==> config.mk <==
export PLATFORM = sky130hd
export DESIGN_NAME = negedge_generator_flat
export DESIGN_NICKNAME = d
export VERILOG_FILES = /design/src/rtl/negedge_generator_if.sv /design/src/rtl/negedge_generator.sv /design/src/flat_wrapper.sv
export SDC_FILE = /design/constraint.sdc
export NUM_CORES = 1
export LEC_CHECK = 0
export ABC_AREA = 0
export ABC_CLOCK_PERIOD_IN_PS = 4700
export CAP_MARGIN = 25
export CORE_AREA = 2 2 39 41
export DETAILED_ROUTE_END_ITERATION = 7
export DIE_AREA = 0 0 41 43
export SLEW_MARGIN = 20
export SYNTH_ARGS = -nofsm -noshare
export SYNTH_HDL_FRONTEND = slang
export SYNTH_SLANG_ARGS = --single-unit
==> constraint.sdc <==
create_clock -name clk -period 4.7 [get_ports clk]
set_input_delay 0.705 -clock clk [delete_from_list [all_inputs] [get_ports clk]]
set_output_delay 0.705 -clock clk [all_outputs]
set_load 0.02 [all_outputs]
==> src/rtl/negedge_generator_if.sv <==
// ============================================================================
// Module   : negedge_generator_if
// Brief    : Request/falling-edge bundle between a requester and the generator.
// Revision : 1.0
// ============================================================================
`default_nettype none

interface negedge_generator_if #(
    parameter int MAX_PENDING = 7
);
    localparam int PW = $clog2(MAX_PENDING + 1);

    logic          req;
    logic          signal;
    logic          busy;
    logic [PW-1:0] pending;
    logic          done;
    logic          drop;

    modport master (
        output req,
        input  signal,
        input  busy,
        input  pending,
        input  done,
        input  drop
    );

    modport slave (
        input  req,
        output signal,
        output busy,
        output pending,
        output done,
        output drop
    );
endinterface

`default_nettype wire

==> src/rtl/negedge_generator.sv <==
// ============================================================================
// Module   : negedge_generator
// Brief    : Turns request strobes into fixed-width low pulses on an idle-high
//            line, queueing overlapping requests up to MAX_PENDING.
// Revision : 1.0
// ============================================================================
`default_nettype none

module negedge_generator #(
    parameter int LOW_CYCLES  = 4,
    parameter int HIGH_CYCLES = 2,
    parameter int MAX_PENDING = 7
) (
    input  wire logic           clk,
    input  wire logic           rst,
    negedge_generator_if.slave  bus
);
    localparam int PW   = $clog2(MAX_PENDING + 1);
    localparam int TMAX = (LOW_CYCLES > HIGH_CYCLES) ? LOW_CYCLES : HIGH_CYCLES;
    localparam int TW   = (TMAX > 1) ? $clog2(TMAX) : 1;

    localparam logic [1:0] IDLE = 2'd0;
    localparam logic [1:0] LOW  = 2'd1;
    localparam logic [1:0] GAP  = 2'd2;

    localparam logic [TW-1:0] c_low_load  = TW'(LOW_CYCLES - 1);
    localparam logic [TW-1:0] c_high_load = TW'(HIGH_CYCLES - 1);
    localparam logic [PW-1:0] c_max_pend  = PW'(MAX_PENDING);

    logic [1:0]    r_state;
    logic [TW-1:0] r_timer;
    logic [PW-1:0] r_pending;
    logic          r_signal;
    logic          r_done;
    logic          r_drop;

    logic w_has_work;
    logic w_start;

    assign w_has_work = bus.req || (r_pending != '0);
    // A pulse may begin from idle, or straight out of the final gap cycle.
    assign w_start    = w_has_work &&
                        ((r_state == IDLE) || ((r_state == GAP) && (r_timer == '0)));

    always_ff @(posedge clk or posedge rst) begin
        if (rst) begin
            r_state   <= IDLE;
            r_timer   <= '0;
            r_pending <= '0;
            r_signal  <= 1'b1;
            r_done    <= 1'b0;
            r_drop    <= 1'b0;
        end else begin
            r_done <= 1'b0;
            r_drop <= 1'b0;

            // A start consumes the live request first, else one queued request.
            if (w_start && !bus.req) begin
                r_pending <= r_pending - PW'(1);
            end else if (bus.req && !w_start) begin
                if (r_pending == c_max_pend) begin
                    r_drop <= 1'b1;
                end else begin
                    r_pending <= r_pending + PW'(1);
                end
            end

            case (r_state)
                IDLE: begin
                    if (w_start) begin
                        r_state  <= LOW;
                        r_signal <= 1'b0;
                        r_timer  <= c_low_load;
                    end
                end
                LOW: begin
                    if (r_timer == '0) begin
                        r_state  <= GAP;
                        r_signal <= 1'b1;
                        r_done   <= 1'b1;
                        r_timer  <= c_high_load;
                    end else begin
                        r_timer <= r_timer - TW'(1);
                    end
                end
                GAP: begin
                    if (r_timer == '0) begin
                        if (w_start) begin
                            r_state  <= LOW;
                            r_signal <= 1'b0;
                            r_timer  <= c_low_load;
                        end else begin
                            r_state <= IDLE;
                        end
                    end else begin
                        r_timer <= r_timer - TW'(1);
                    end
                end
                default: begin
                    r_state  <= IDLE;
                    r_signal <= 1'b1;
                    r_timer  <= '0;
                end
            endcase
        end
    end

    assign bus.signal  = r_signal;
    assign bus.pending = r_pending;
    assign bus.done    = r_done;
    assign bus.drop    = r_drop;
    assign bus.busy    = (r_state != IDLE) || (r_pending != '0);
endmodule

`default_nettype wire

==> src/flat_wrapper.sv <==
// flat-port wrapper written by rule: the top's interface ports become plain ports
module negedge_generator_flat 
#(
    parameter int LOW_CYCLES  = 4,
    parameter int HIGH_CYCLES = 2,
    parameter int MAX_PENDING = 7
)
  (clk, rst, bus_req, bus_signal, bus_busy, bus_pending, bus_done, bus_drop);
  negedge_generator_if #(.MAX_PENDING(MAX_PENDING)) bus_i ();
  input  wire logic clk;
  input  wire logic rst;
  input wire logic [$bits(bus_i.req)-1:0] bus_req;
  output wire logic [$bits(bus_i.signal)-1:0] bus_signal;
  output wire logic [$bits(bus_i.busy)-1:0] bus_busy;
  output wire logic [$bits(bus_i.pending)-1:0] bus_pending;
  output wire logic [$bits(bus_i.done)-1:0] bus_done;
  output wire logic [$bits(bus_i.drop)-1:0] bus_drop;
  assign bus_i.req = bus_req;
  assign bus_signal = bus_i.signal;
  assign bus_busy = bus_i.busy;
  assign bus_pending = bus_i.pending;
  assign bus_done = bus_i.done;
  assign bus_drop = bus_i.drop;
  negedge_generator #(.LOW_CYCLES(LOW_CYCLES), .HIGH_CYCLES(HIGH_CYCLES), .MAX_PENDING(MAX_PENDING)) u_core (.clk(clk), .rst(rst), .bus(bus_i));
endmodule
==> qor.csv, run 1 <==
stage,metric,value,unit
setup_path,CP cell instances,clkdlybuf4s50_1 -> or4_4 -> and3b_4 -> ha_1 -> inv_1 -> fa_1 -> a211oi_1 -> a21o_1 -> a31oi_1,
final_layout,antenna diode count,0,
clock_tree,clock transition at the registers of the reported paths,0.07,ns
final_layout,number of nets in the layout,72,
pwr,Leak,0.310,nW
drt,Vias/cell,5.17,
setup_path,"Slowest-stage cell, CP",or4_4,
setup_path,"Buf+Inv Stages, Crit Path",2,
logic_synthesis,simple-gate share of the synthesized area,0.168,
timing,endpoints failing setup,0,
final_layout,Post-Layout Cell Count,81,
floorplanning,effective utilization at floorplan,0.393,
clock_tree,CTS H-tree lvls,1,
clock_tree,TritonCTS clock tree,yes,
logic_synthesis,syn_nets,60,
floorplanning,Core Region,0.00138,mm2
pwr,Worst VDD drop,0.389,mV
placed_design,gpl congestion,0.730,
setup_path,largest incremental delay on the critical path,0.51,ns
logic_synthesis,multiplexer share of the synthesized area,0,
global_route,gr usage total,0.148,
clock_tree,cts bufs inserted,3,
global_route,GRT overflow,0,
floorplanning,num ports,10,
pwr,total power,515,uW
drt,Total Routed Length,1030,um
logic_synthesis,Synth Area in Compound Gates,0.149,
timing,Setup Skew,0.000917,ns
timing,maximum clock rate,383,MHz
drt,drt wl/cell,12.7,um
setup_path,CP endpoint kind,flip-flop,
global_route,initial antenna violation count,0,
floorplanning,FP Rows,14,
global_route,vias in the first global route,369,
logic_synthesis,Synth Area in XOR/XNOR,0.0322,
final_layout,fill cell count,141,
hold_path,worst min-delay path category,flip-flop to flip-flop,
timing,setup_tns,0,ns
timing,final hold vios,0,
setup_path,crit path launch type,primary input,
setup_path,WP data arrival,2.81,ns
logic_synthesis,Yosys cell types,27,
floorplanning,die area,0.00176,mm2
floorplanning,die width,41,um
logic_synthesis,"Async S/R FF share, synth",1.00,
floorplanning,Die Ht,43,um
logic_synthesis,sequential fraction of the synthesis area,0.462,
logic_synthesis,Synth Area in Adders,0.101,
drt,Vias,419,
drt,drt drc,0,
final_layout,"Area growth, synth to finish",24.4,%
drt,Initial DRC Count,0,
timing,Worst slew margin,0.736,
drt,Detailed Routing Iterations Pass 1,1,
placed_design,Placed Instances,77,
placed_design,post-DP HPWL,692,um
pwr,PD cells,761,mW/mm2
setup_path,CP top delay family,simple AND/OR/NAND/NOR gates,
timing,"Slew Viols, Final",0,
setup_path,crit-path max FO,5,
final_layout,layout cells sized above 1,0.154,
clock_tree,CTS max path bufs,2,
clock_tree,post-CTS setup buffer count,0,
timing,min Tclk post-route,2.61,ns
logic_synthesis,"Cell Area, Synth",544,um2
logic_synthesis,synthesis-stage register bit count,10,
drt,"antenna viol nets, final",0,
logic_synthesis,count of flip-flops with a built-in enable after synthesis,0,
clock_tree,root buf cell,clkbuf_4,
clock_tree,clk sinks,10,
placed_design,pre-CTS WS,1.80,ns
timing,RSZ-0062 raised after global routing,false,
global_route,largest net degree at the start of global routing,11,
placed_design,buffers added on ports,9,
flow_run,number of max-cap violations,0,
clock_tree,CTS Hold Bufs,0,
status,status,"complete, no violations",
timing,Tightest Pin Transition,0.396,ns
logic_synthesis,top_reg_cell synth,dfrtp_1,
clock_tree,clk_lat worst skew,0.27,ns
global_route,first-pass GRT wire length,1660,um
timing,worst setup margin,2.09,ns
setup_path,worst setup path class,primary input to flip-flop,
logic_synthesis,Mean Syn Cell Area,10.1,um2
setup_path,Worst Path Required,4.90,ns
clock_tree,Resize count post-CTS,0,
logic_synthesis,cells after synthesis,54,
timing,final worst path period share,0.555,
logic_synthesis,Yosys warnings,0,
logic_synthesis,largest family of logic cells by synthesized area,simple AND/OR/NAND/NOR gates,
==> Yosys cell counts (all sizes together), types with 2 or more instances <==
cell	n	share of area
nand2	2	0.014
a31oi	2	0.023
a21oi	3	0.028
nor2	3	0.021
ha	2	0.046
xnor2	2	0.032
o22ai	3	0.034
dfrtp	9	0.41
and3b	2	0.041
o21ai	2	0.018
inv	9	0.062
nor3	3	0.037
==> per-layer routing <==
metal | GRT usage | part of all wire | up-vias
met5 | 0 | 0 | -
met1 | 0.236 | 0.52 | 194
met4 | 0.120 | 0.041 | 0
met2 | 0.150 | 0.38 | 12
li1 | - | - | 209
met3 | 0.0471 | 0.056 | 4
==> worst min-delay path: stages (launching register included) <==
cell and delay, ns:
dfstp_2 0.37, nor2_1 0.11, nor3_2 0.06
==> path summary, 6_finish.rpt <==
path / from / endpoint / slack, ns / cells after the start
max: bus_req / u_core.bus.pending[2] / 2.09 / 9
min: u_core.bus.signal / u_core.bus.signal / 0.53 / 2
max reg2reg: u_core.r_timer[0] / u_core.bus.pending[2] / 2.41 / 8
min reg2reg: u_core.bus.signal / u_core.bus.signal / 0.53 / 2
max in group asynchronous: rst / u_core.bus.signal / 3.67 / 2
min in group asynchronous: rst / u_core.bus.pending[1] / 0.71 / 2
==> where the power goes <==
part / total, mW / switching [mW] / internal (mW) / leakage, nW
registers: 0.183 / 0.0529 / 0.130 / 0.118
logic: 0.253 / 0.124 / 0.129 / 0.171
clock network: 0.0794 / 0.0323 / 0.0471 / 0.0210
total: 0.515 / 0.209 / 0.307 / 0.310
==> kinds of logic (layout without fill, tap and decap cells) <==
kind of cell,count (synthesis),after routing
compound gates,13,13
fa+ha+maj,4,4
xor+xnor,2,2
flops,10,10
buf+inv,11,22
simple gates,14,14
==> cell type report <==
cell class	instances	area (um2)	share of cell area
inverters	9	33.8	0.0499
clock buffers	4	36.3	0.0536
well taps	16	20.0	0.0296
multi-input cells	33	245	0.362
repair buffers	9	90.1	0.133
flip-flops and latches	10	251	0.372
==> flip-flops by register name (all words and copies together) (netlist names) <==
name / flops
u_core.bus.signal: 1
u_core.bus.pending: 3
u_core.bus.done: 1
u_core.bus.drop: 1
u_core.r_timer: 2
u_core.r_state: 2
==> layout by cell type, fill, tap and decap left out <==
cell type	netlist	final
o21ai_1	1	1
inv_1	9	9
fa_1	1	1
nand2_1	2	2
nor4_1	1	1
clkdlybuf4s50_1	0	9
clkbuf_4	0	3
a21oi_1	3	3
or2_2	1	1
nor3_2	1	1
clkbuf_8	0	1
a21o_1	1	1
xnor2_1	2	2
maj3_1	1	1
dfstp_2	1	1
dfrtp_1	9	9
or4_4	1	1
nor2_1	3	3
o21ai_0	1	1
ha_1	2	2
o211a_1	1	1
a211oi_1	1	1
nor3_1	2	2
and3_1	1	1
a31oi_1	2	2
and3b_2	1	1
and3b_4	1	1
o22ai_1	3	3
==> metrics by stage <==
| stage | cell area, um2 | hold WS [ns] | util |
|---|---|---|---|
| after detailed placement | 641 | 0.528 | 0.463 |
| after CTS | 677 | 0.538 | 0.489 |
| after floorplan | 544 | 0.525 | - |
| after global placement | 641 | 0.527 | 0.463 |
| final | 677 | 0.534 | 0.489 |
| after global routing | 677 | 0.579 | 0.489 |
No activity file was read; power rests on OpenSTA's default activity.
==> run 2, diff against run 1 <==
- ABC_CLOCK_PERIOD_IN_PS: 4700 -> 2700
- clock period: 4.7 -> 2.7 ns (I/O delays scaled with it)
==> run 2 against run 1 <==
  * Die area did not move
  * Critical endpoint unchanged
  * Utilization rose by 0.54 points
  * Cell count rose by 1.2%
  * Non-clock buffer count rose by 1
  * Sequential cell count did not move
  * Critical path type unchanged
==> qor.csv, run 2 (synthesis gave the netlist of run 1 again) <==
stage,metric,value,unit,change
pwr,Worst VDD drop,0.691,mV,+78%
hold_path,worst min-delay path category,primary input to asynchronous set/reset pin,,
final_layout,fill cell count,133,,-5.7%
drt,drt drc,0,,unchanged
floorplanning,Core Region,0.00138,mm2,unchanged
clock_tree,clk sinks,10,,unchanged
pwr,total power,909,uW,+76%
drt,"antenna viol nets, final",0,,unchanged
final_layout,antenna diode count,0,,unchanged
drt,Vias/cell,5.12,,-0.98%
floorplanning,die width,41,um,unchanged
global_route,gr usage total,0.163,,+0.0158
placed_design,gpl congestion,0.709,,-3.0%
clock_tree,root buf cell,clkbuf_4,,
setup_path,worst setup path class,primary input to flip-flop,,
setup_path,crit-path max FO,3,,-2
timing,WHS,0.394,ns,-0.140 ns
floorplanning,die area,0.00176,mm2,unchanged
drt,Detailed Routing Iterations Pass 1,2,,+1
timing,Setup Skew,0.00392,ns,+0.00300 ns
clock_tree,CTS max path bufs,2,,unchanged
clock_tree,TritonCTS clock tree,yes,,
timing,endpoints failing setup,0,,unchanged
placed_design,post-DP HPWL,744,um,+7.5%
setup_path,crit path launch type,primary input,,
timing,Worst slew margin,0.747,,+0.0114
global_route,vias in the first global route,405,,+9.8%
placed_design,buffers added on ports,9,,unchanged
drt,Initial DRC Count,1,,+1
timing,final worst path period share,0.833,,
clock_tree,Resize count post-CTS,0,,unchanged
placed_design,Area after DPL,648,um2,+1.2%
final_layout,final core occ,0.495,,+0.00543
timing,"Slew Viols, Final",0,,unchanged
timing,Tightest Pin Transition,0.379,ns,-0.0171 ns
timing,maximum clock rate,445,MHz,
final_layout,max FFs per register,3,,unchanged
timing,final hold vios,0,,unchanged
clock_tree,CTS H-tree lvls,1,,unchanged
flow_run,number of max-cap violations,0,,unchanged
global_route,first-pass GRT wire length,1790,um,+8.3%
drt,drt wl/cell,12.9,um,+1.3%
clock_tree,CTS Hold Bufs,0,,unchanged
clock_tree,post-CTS setup buffer count,0,,unchanged
setup_path,Worst Path Required,2.90,ns,-2.00 ns
drt,Vias,420,,+0.24%
final_layout,most frequent cells in the layout,"9 x inv_1, 9 x clkdlybuf4s50_1, 9 x dfrtp_1",,
pwr,Leak,0.315,nW,+1.7%
final_layout,layout cells sized above 1,0.167,,+0.0128
clock_tree,cts bufs inserted,3,,unchanged
timing,RSZ-0062 raised after global routing,false,,
status,status,"complete, no violations",,
drt,Total Routed Length,1060,um,+2.5%
timing,min Tclk post-route,2.25,ns,
global_route,initial antenna violation count,0,,unchanged
floorplanning,Die Ht,43,um,unchanged
floorplanning,effective utilization at floorplan,0.393,,unchanged
clock_tree,clock transition at the registers of the reported paths,0.07,ns,about the same
pwr,PD cells,1330,mW/mm2,+74%
global_route,GRT overflow,0,,unchanged
clock_tree,clk_lat worst skew,0.28,ns,about the same
setup_path,CP endpoint kind,flip-flop,,
floorplanning,FP Rows,14,,unchanged
setup_path,WP data arrival,2.45,ns,-0.36 ns
global_route,largest net degree at the start of global routing,11,,unchanged
final_layout,number of nets in the layout,73,,+1.4%
final_layout,"Area growth, synth to finish",25.7,%,
final_layout,Storage cell area,251,um2,unchanged
timing,setup_tns,0,ns,unchanged
final_layout,Finished Cell Area,684,um2,+1.1%
floorplanning,num ports,10,,unchanged
final_layout,area occupied by multi-input gates,245,um2,unchanged
run 2: changes by cell type in the layout (fill, tap and decap cells not counted):
| cell | previous run | this run |
|---|---|---|
| buf_4 | 0 | 1 |
run 2: worst paths after layout:
kind	start	to	slack (ns)	cells past startpoint
worst max-delay path	bus_req	u_core.bus.pending[2]	0.45	9
worst min-delay path	rst	u_core.r_state[0]	0.39	2
worst max register to register	u_core.bus.pending[2]	u_core.bus.pending[2]	0.48	8
worst min register to register	u_core.bus.signal	u_core.bus.signal	0.54	2
max in group asynchronous	rst	u_core.bus.signal	2.00	2
min in group clk	u_core.bus.signal	u_core.bus.signal	0.54	2
run 2: power by group:
part / switching (mW) / internal [mW]
sequential: 0.0923 / 0.227
clock: 0.0599 / 0.0821
combinational: 0.219 / 0.229
run 2: worst max-delay path: stages:
cell,delay [ns]
clkdlybuf4s50_1,0.44
or4_4,0.50
and3b_4,0.21
ha_1,0.19
inv_1,0.09
fa_1,0.24
a211oi_1,0.07
a21o_1,0.16
a31oi_1,0.15
run 2: layout make-up:
| type | instances | share of cell area |
|---|---|---|
| Clock buffer | 4 | 0.0530 |
| Sequential cell | 10 | 0.367 |
| Timing Repair Buffer | 10 | 0.143 |
| Inverter | 9 | 0.0494 |
| Tap cell | 16 | 0.0293 |
| Multi-Input combinational cell | 33 | 0.358 |
run 2: metal layers:
layer	part of all wire	GRT usage
met2	0.42	0.209
met1	0.47	0.204
met5	0	0
met3	0.054	0.0471
met4	0.050	0.160
run 2: through the flow:
step / worst slack (ns) / cells
after global placement: 0.164 / 78
after global routing: 0.294 / 82
after detailed placement: 0.151 / 78
after CTS: 0.436 / 82
after floorplan: 0.477 / 54
final: 0.452 / 82
